[src/rtl/elevator_car_plant.sv]
// Plant model of an elevator car, shaft and door operator: turns motor/door
// commands into floor sensors and door status, and latches illegal command faults.
module elevator_car_plant #(
   parameter int NUM_FLOORS   = 4,
   parameter int FLOOR_BITS   = 2,
   parameter int TRAVEL_TICKS = 16,
   parameter int DOOR_TICKS   = 8,
   parameter int START_FLOOR  = 0
) (
   input  logic                  clk,
   input  logic                  reset,
   input  logic                  motor_up,
   input  logic                  motor_down,
   input  logic                  door_open,
   input  logic                  door_close,
   output logic [NUM_FLOORS-1:0] floor_sensors,
   output logic [FLOOR_BITS-1:0] car_floor,
   output logic                  moving,
   output logic                  door_closed,
   output logic                  door_fully_open,
   output logic [3:0]            fault_flags
);

   localparam int SUB_W  = (TRAVEL_TICKS > 2) ? $clog2(TRAVEL_TICKS) : 1;
   localparam int DOOR_W = $clog2(DOOR_TICKS + 1);

   localparam logic [SUB_W-1:0]      SUB_MAX   = SUB_W'(TRAVEL_TICKS - 1);
   localparam logic [FLOOR_BITS-1:0] TOP_FLOOR = FLOOR_BITS'(NUM_FLOORS - 1);
   localparam logic [FLOOR_BITS-1:0] START     = FLOOR_BITS'(START_FLOOR);
   localparam logic [DOOR_W-1:0]     DOOR_MAX  = DOOR_W'(DOOR_TICKS);
   localparam logic [NUM_FLOORS-1:0] ONE_HOT1  = NUM_FLOORS'(1);

   typedef enum logic [1:0] {CLOSED, OPENING, OPEN, CLOSING} door_st_e;

   door_st_e              door_st_q, door_st_d;
   logic [FLOOR_BITS-1:0] floor_q, floor_d;
   logic [SUB_W-1:0]      sub_q, sub_d;
   logic [DOOR_W-1:0]     door_pos_q, door_pos_d;
   logic [NUM_FLOORS-1:0] floor_sensors_q, floor_sensors_d;
   logic                  moving_q, moving_d;
   logic                  door_closed_q, door_closed_d;
   logic                  door_fully_open_q, door_fully_open_d;
   logic [3:0]            fault_q, fault_d;

   logic                  aligned, motor_any;
   logic [DOOR_W-1:0]     door_inc, door_dec;

   always_comb begin
      floor_d   = floor_q;
      sub_d     = sub_q;
      door_st_d = door_st_q;
      door_pos_d = door_pos_q;
      fault_d   = fault_q;
      moving_d  = 1'b0;
      aligned   = (sub_q == '0);
      motor_any = motor_up | motor_down;
      door_inc  = (door_pos_q == DOOR_MAX) ? DOOR_MAX : door_pos_q + DOOR_W'(1);
      door_dec  = (door_pos_q == '0) ? '0 : door_pos_q - DOOR_W'(1);

      // Car motion: only with exactly one motor and the door fully shut.
      if (motor_up & motor_down) begin
         fault_d[0] = 1'b1;
      end else if (motor_any && door_pos_q != '0) begin
         fault_d[1] = 1'b1;
      end else if (motor_up) begin
         if (aligned && floor_q == TOP_FLOOR) begin
            fault_d[2] = 1'b1;
         end else begin
            moving_d = 1'b1;
            if (sub_q == SUB_MAX) begin
               floor_d = floor_q + FLOOR_BITS'(1);
               sub_d   = '0;
            end else begin
               sub_d = sub_q + SUB_W'(1);
            end
         end
      end else if (motor_down) begin
         if (aligned && floor_q == '0) begin
            fault_d[2] = 1'b1;
         end else begin
            moving_d = 1'b1;
            if (aligned) begin
               floor_d = floor_q - FLOOR_BITS'(1);
               sub_d   = SUB_MAX;
            end else begin
               sub_d = sub_q - SUB_W'(1);
            end
         end
      end

      // Door operator; door_open always beats door_close.
      case (door_st_q)
         CLOSED: begin
            if (door_open) begin
               if (aligned && !motor_any) begin
                  door_pos_d = door_inc;
                  door_st_d  = (door_inc == DOOR_MAX) ? OPEN : OPENING;
               end else begin
                  fault_d[3] = 1'b1;
               end
            end
         end
         OPENING: begin
            if (door_close && !door_open) begin
               door_pos_d = door_dec;
               door_st_d  = (door_dec == '0) ? CLOSED : CLOSING;
            end else begin
               door_pos_d = door_inc;
               door_st_d  = (door_inc == DOOR_MAX) ? OPEN : OPENING;
            end
         end
         OPEN: begin
            if (door_close && !door_open) begin
               door_pos_d = door_dec;
               door_st_d  = (door_dec == '0) ? CLOSED : CLOSING;
            end
         end
         CLOSING: begin
            if (door_open) begin
               door_pos_d = door_inc;
               door_st_d  = (door_inc == DOOR_MAX) ? OPEN : OPENING;
            end else begin
               door_pos_d = door_dec;
               door_st_d  = (door_dec == '0) ? CLOSED : CLOSING;
            end
         end
         default: begin
            door_st_d  = CLOSED;
            door_pos_d = '0;
         end
      endcase

      floor_sensors_d   = (sub_d == '0) ? (ONE_HOT1 << floor_d) : '0;
      door_closed_d     = (door_pos_d == '0);
      door_fully_open_d = (door_pos_d == DOOR_MAX);
   end

   always_ff @(posedge clk) begin
      if (reset) begin
         door_st_q         <= CLOSED;
         floor_q           <= START;
         sub_q             <= '0;
         door_pos_q        <= '0;
         floor_sensors_q   <= ONE_HOT1 << START;
         moving_q          <= 1'b0;
         door_closed_q     <= 1'b1;
         door_fully_open_q <= 1'b0;
         fault_q           <= '0;
      end else begin
         door_st_q         <= door_st_d;
         floor_q           <= floor_d;
         sub_q             <= sub_d;
         door_pos_q        <= door_pos_d;
         floor_sensors_q   <= floor_sensors_d;
         moving_q          <= moving_d;
         door_closed_q     <= door_closed_d;
         door_fully_open_q <= door_fully_open_d;
         fault_q           <= fault_d;
      end
   end

   assign floor_sensors   = floor_sensors_q;
   assign car_floor       = floor_q;
   assign moving          = moving_q;
   assign door_closed     = door_closed_q;
   assign door_fully_open = door_fully_open_q;
   assign fault_flags     = fault_q;

endmodule

[config.mk]
export PLATFORM = sky130hd
export DESIGN_NAME = elevator_car_plant
export DESIGN_NICKNAME = d
export VERILOG_FILES = /design/src/rtl/elevator_car_plant.sv
export SDC_FILE = /design/constraint.sdc
export NUM_CORES = 1
export LEC_CHECK = 0
export CELL_PAD_IN_SITES_DETAIL_PLACEMENT = 0
export CELL_PAD_IN_SITES_GLOBAL_PLACEMENT = 2
export CORE_MARGIN = 2
export CORE_UTILIZATION = 33
export DETAILED_ROUTE_END_ITERATION = 10
export HOLD_SLACK_MARGIN = 0.02
export PLACE_DENSITY_LB_ADDON = 0.1
export SLEW_MARGIN = 20
export SYNTH_ARGS = -nofsm -noshare
export SYNTH_HDL_FRONTEND = slang
export SYNTH_SLANG_ARGS = --single-unit
[constraint.sdc]
create_clock -name clk -period 2.77 [get_ports clk]
set_clock_uncertainty 0.2 [all_clocks]
set_input_delay 0.277 -clock clk [delete_from_list [all_inputs] [get_ports clk]]
set_output_delay 0.277 -clock clk [all_outputs]
set_load 0.01 [all_outputs]
# Word level (Yosys, flattened, before mapping)

Index checks and enable logic that the tools add are counted.

$add $sub $neg: 6
Equal/unequal tests: 12
Shift-type cells: 1
Mux-type cells: 41
Bitwise logic cells: 6
Reduce and logical (&&, ||, !) cells: 23

Operator list:

| cell                | count |
|---|---|
| $mux 4              | 15 |
| $mux 2              | 15 |
| $logic_not 4->1     | 5 |
| $eq 4x4->1 const B  | 4 |
| $pmux 4 s4          | 1 |
| $mux 1              | 9 |
| $add 4x1->4 const B | 2 |
| $pmux 2 s4          | 1 |
| $sub 4x1->4 const B | 2 |
| $eq 2x2->1 const B  | 3 |
| $ne 2x2->1 const B  | 3 |
| $reduce_and 3->1    | 2 |
| $logic_and 1x1->1   | 5 |
| $reduce_and 5->1    | 1 |
| $logic_not 2->1     | 2 |
| $not 1->1           | 4 |
| $reduce_bool 2->1   | 2 |
| $reduce_bool 4->1   | 1 |
| $shl 1x2->4 const A | 1 |
| $reduce_or 3->1     | 1 |
| $add 2x1->2 const B | 1 |
| $eq 2x1->1 const B  | 1 |
| $logic_not 1->1     | 2 |
| $ne 2x1->1 const B  | 1 |
| 5 further kinds     | 5 |

Register bits after elaboration: 23
Input port bits: 6
Output and inout port bits: 13
Word-level logic and storage cells: 102

# Longest topological paths before layout

Depth after elaboration: 10
Depth in mapped cells: 9
Mapped depth without buffers: 8

# Worst setup path after synthesis

OpenSTA, ideal clock, no wires.

Path type: flip-flop to flip-flop
From: register sub_q[1]
To: register floor_sensors_q[2], in the netlist floor_sensors[2]
Library setup time: 0.088 ns
Data arrival time: 2.214 ns
Data required time: 2.482 ns
Slack: 0.269 ns
Stages on the path, launching flop included: 10
Path buffers: 1
Clock period less this slack: 2.501 ns
Cells stage by stage: dfxtp_1 > clkbuf_1 > inv_1 > ha_1 > or3b_1 > or3_4 > a2bb2oi_2 > nor2_1 > or3_4 > nor4_2

Longest elaborated chain between the ends: 10
Elaborated cells on any way between the ends: 26
Those cells by class: add/sub: 2; eq/ne: 1; shift: 1; mux: 16; bitwise: 1; reduce/logical: 5

Ends and longest elaborated chain:

| element                                               | RTL line | text |
|---|---|---|
| from (decl)                                           | 37       | `logic [SUB_W-1:0] sub_q, sub_d;` |
| from (signal assigned)                                | 152      | `sub_q <= sub_d;` |
| $sub 4x1->4 / $logic_not 4->1 (equally long branches) | 86, 55   |  |
| $mux 4 / $logic_and 1x1->1 (equally long branches)    | 82, 78   |  |
| $mux 4                                                | 78       | `if (aligned && floor_q == '0) begin` |
| $mux 4                                                | 77       | `end else if (motor_down) begin` |
| $mux 4                                                | 65       | `end else if (motor_up) begin` |
| $mux 4                                                | 63       | `end else if (motor_any && door_pos_q != '0) begin` |
| $mux 4                                                | 61       | `if (motor_up & motor_down) begin` |
| $logic_not 4->1                                       | 133      | `floor_sensors_d = (sub_d == '0) ? (ONE_HOT1 << floor_d) : '0;` |
| $not 1->1 (no source line)                            | n/a      |  |
| $reduce_or 2->1 (no source line)                      | n/a      |  |
| to (signal assigned)                                  | 144      | `floor_sensors_q <= ONE_HOT1 << START;` |
| to (signal assigned)                                  | 154      | `floor_sensors_q <= floor_sensors_d;` |
| to (decl)                                             | 39       | `logic [NUM_FLOORS-1:0] floor_sensors_q, floor_sensors_d;` |

Several ways; a longest one is shown, not always the timed one.
A chain may end at the register's enable or synchronous reset.

# Worst setup path after layout

From: register sub_q[0]
To: register floor_sensors_q[0], in the netlist floor_sensors[0]

Longest elaborated chain between the ends: 9
Elaborated cells on any way between the ends: 25
Those cells by class: add/sub: 2; eq/ne: 1; shift: 1; mux: 17; reduce/logical: 4

Ends and longest elaborated chain:

| element                                               | RTL line | text |
|---|---|---|
| $sub 4x1->4 / $logic_not 4->1 (equally long branches) | 86, 55   |  |
| $mux 4 (tied with other cells)                        | 82       | `if (aligned) begin` |
| $mux 4 / $mux 2 (equally long branches)               | 78       |  |
| $mux 4 / $mux 2 (equally long branches)               | 77       |  |
| $mux 4 / $mux 2 (equally long branches)               | 65       |  |
| $mux 4 / $mux 2 (equally long branches)               | 63       |  |
| $mux 4 / $mux 2 (equally long branches)               | 61       |  |
| $logic_not 4->1 / $shl 1x2->4 (equally long branches) | 133      |  |
| $mux 1 *                                              | 133      |  |

Mark *: on every way between the ends. The rest lies on a longest branch, timed or not.

==> impl_metrics.toml <==
[run_status]
status = "finished clean"

[hold_path]
min-delay-start = "fault_flags[3]"
min_to = "fault_flags[3]"
min_delay_path_depth = 2
hold_path.class = "reg -> reg"

[pwr]
p_leak_nw = 0.8176
p_int_mw = 0.9950
switchingPower_mw = 0.7845
vdd_ir_drop_max_v = 0.0004187
seq_power_share = 0.281
p_per_area_nw_per_um2 = 869.4
switching_share = 0.4408
p_comb_frac = 0.607
clock_power_share = 0.113

[clock_network]
cts_root_buf = "clkbuf_8"
postCtsResizedCells = 0
clockBufferDepth = 2
postCtsSetupBuffers = 0
cts_buffers = 3
clock_sinks = 23
clk_pin_slew_worst_paths_ps = 80
clk_latency_ps = 260
cts_tree = "built"
h-tree-depth = 1
ctsHoldBuffers = 0

[final_layout]
final_cell_mix = "nor2_1, dfxtp_1, a21oi_1, clkdlybuf4s50_1"
layout_commonest_cell = "nor2_1"
final_nets = 251
diodes = 0
drive_gt1_frac = 0.1308
finish.utilization = 0.4060
area_growth_pct = 20.29

[timing]
hold_violations = 0
fin_tns_setup_ps = 0
setup-violations-final = 0
min_period_ps = 2555
report.final.slew_viol_count = 0
timing.slew.headroom = 0.6719
fmax_ghz = 0.3913
worstMarginPinSlew_ps = 491.4
fin_crit_sh = 0.9225
rsz0062_at_grt = "no"

[synthesis]
ys.warnings.count = 0
synth_edf_count = 0
synthFlopType = "dfxtp_1"
synthArstFlopShare = 0
synth-seq-cells = 23
yosys.cell_types.count = 60
seq_area_frac_synth = 0.2706
synth_area_per_cell_um2 = 7.915
synthCells = 215
syn_area_um2 = 1702
synth_nets = 228

[worst_setup_path]
reg2reg_depth = 8
cp.arrival_ps = 2530
path_max_fanout = 6
r2r-end = "floor_sensors[0]"
timing.rr.start = "sub_q[0]"
crit_path_start_kind = "flip-flop"
endpoint_kind = "flip-flop"
critPathKind = "reg -> reg"
reg2reg_setup_slack_ps = 210
crit_required_ps = 2740

[die]
die_w_um = 75.81
start_util = 0.3375
chipHeight_um = 75.81
die_area_um2 = 5747
coreArea_um2 = 5042
rows = 26
boundaryPins = 19

[grt]
overflow = 0
grt_max_degree = 16
first_global_vias = 1420
antenna_found_initial = 0
grt_first_pass_wirelength_mm = 7.203
gr-usage-all-layers = 0.1643

[routing]
routed_via_density = 5.309
postRouteAntennaNets = 0
first_pass_iters = 4
drtIter0Drc = 170
drc = 0
wl_mm = 4.384
dr_total_vias = 1630
wl_per_cell_um = 14.28

[flow_run]
drv_cap = 0

[placement]
port_buffers = 18
hpwlAfterDp_mm = 3.363
place_congestion = 0.8539
-- cell usage after synthesis, types with 2 or more instances --
cell       n  share of area
nand2b_1   2         0.0074
xnor2_1    3          0.015
and3_1     4          0.015
a21oi_1   18          0.053
nor2b_1    3          0.011
dfxtp_1   23           0.27
nor3b_2    2          0.015
nand3_1    6          0.018
o21ai_0    7          0.021
buf_6      2          0.013
clkbuf_1   9          0.020
o21a_1     2         0.0088
o21bai_1   2         0.0088
nand2_1   14          0.031
inv_1     13          0.029
mux2i_1    7          0.041
a21o_1     2         0.0088
a22oi_1    3          0.013
or3_4      2          0.013
o31ai_1    2         0.0088
nor3_1     8          0.024
nor4_1     2         0.0074
nand4_1    3          0.011
a31oi_1    9          0.033
nor2_1    26          0.057
ha_1       7          0.051
-- registers in the layout, summed over array words and instances (netlist names) --
signal and cells:
door_st_q 2, floor_sensors 4, fault_flags 4, car_floor 2, moving 1, door_pos_q 4, door_closed 1, door_fully_open 1
sub_q 4
-- metal layers --
metal	vias up	track usage	wire, µm
li1	824	-	-
met1	760	0.2637	2357
met2	44	0.2193	1787
met3	2	0.03704	227
met4	0	0.03119	12
met5	-	0	0
-- through the flow --
step / hold slack [ps] / cell area, µm² / std cells / power, mW / setup WS [ps]
after floorplan: 148.0 / 1702 / 215 / 1.238 / 268.5
after global placement: 250.6 / 2002 / 303 / 1.579 / 185.7
after detailed placement: 262.1 / 2002 / 303 / 1.568 / 149.1
after CTS: 281.0 / 2047 / 307 / 1.780 / 214.9
after global routing: 304.9 / 2047 / 307 / 1.923 / 46.80
final: 281.8 / 2047 / 307 / 1.780 / 214.7
-- final cells by class --
type | count | area (µm²)
flip-flops and latches | 23 | 460.4
multi-input cells | 165 | 1120
well taps | 70 | 87.58
inverters | 13 | 48.80
repair buffers | 32 | 285.3
fillers | 530 | 2995
clock buffers | 4 | 45.04
-- worst max-delay path, cell delays in order (launching register included) --
cell	delay (ps)
dfxtp_1	420
inv_1	100
ha_1	270
nor3b_2	210
a21oi_1	260
mux2_4	340
a221oi_4	250
nand4_2	200
o31ai_1	230
-- worst max-delay path by stage --
stage	startpoint	slack (ps)	depth (start not counted)	endpoint
finish	sub_q[0]	210	8	floor_sensors[0]
global route	sub_q[0]	50	8	floor_sensors[0]
CTS	sub_q[0]	210	8	floor_sensors[2]
detailed placement	motor_up	150	7	floor_sensors[2]
global placement	motor_up	190	7	floor_sensors[2]
floorplan	sub_q[1]	270	9	floor_sensors[2]
-- logic make-up after synthesis --
| group | count (synthesis) | share of synthesized area |
|---|---|---|
| buffers and inverters | 27 | 0.07132 |
| xor gates and xnor gates | 4 | 0.02059 |
| AOI/OAI and AO/OA | 60 | 0.2544 |
| and+or+nand+nor | 86 | 0.2816 |
| DFF | 23 | 0.2706 |
| muxes | 8 | 0.05000 |
| adders and majority gates | 7 | 0.05147 |
-- power by group through the flow --
| stage | Combinational (mW) | Clock (mW) | Sequential [mW] |
|---|---|---|---|
| global route | 1.19 | 0.224 | 0.511 |
| detailed placement | 1.07 | 0 | 0.502 |
| floorplan | 0.775 | 0 | 0.463 |
| CTS | 1.07 | 0.213 | 0.496 |
| global placement | 1.08 | 0 | 0.502 |
| finish | 1.08 | 0.201 | 0.499 |
(Power assumes the default switching activity.)
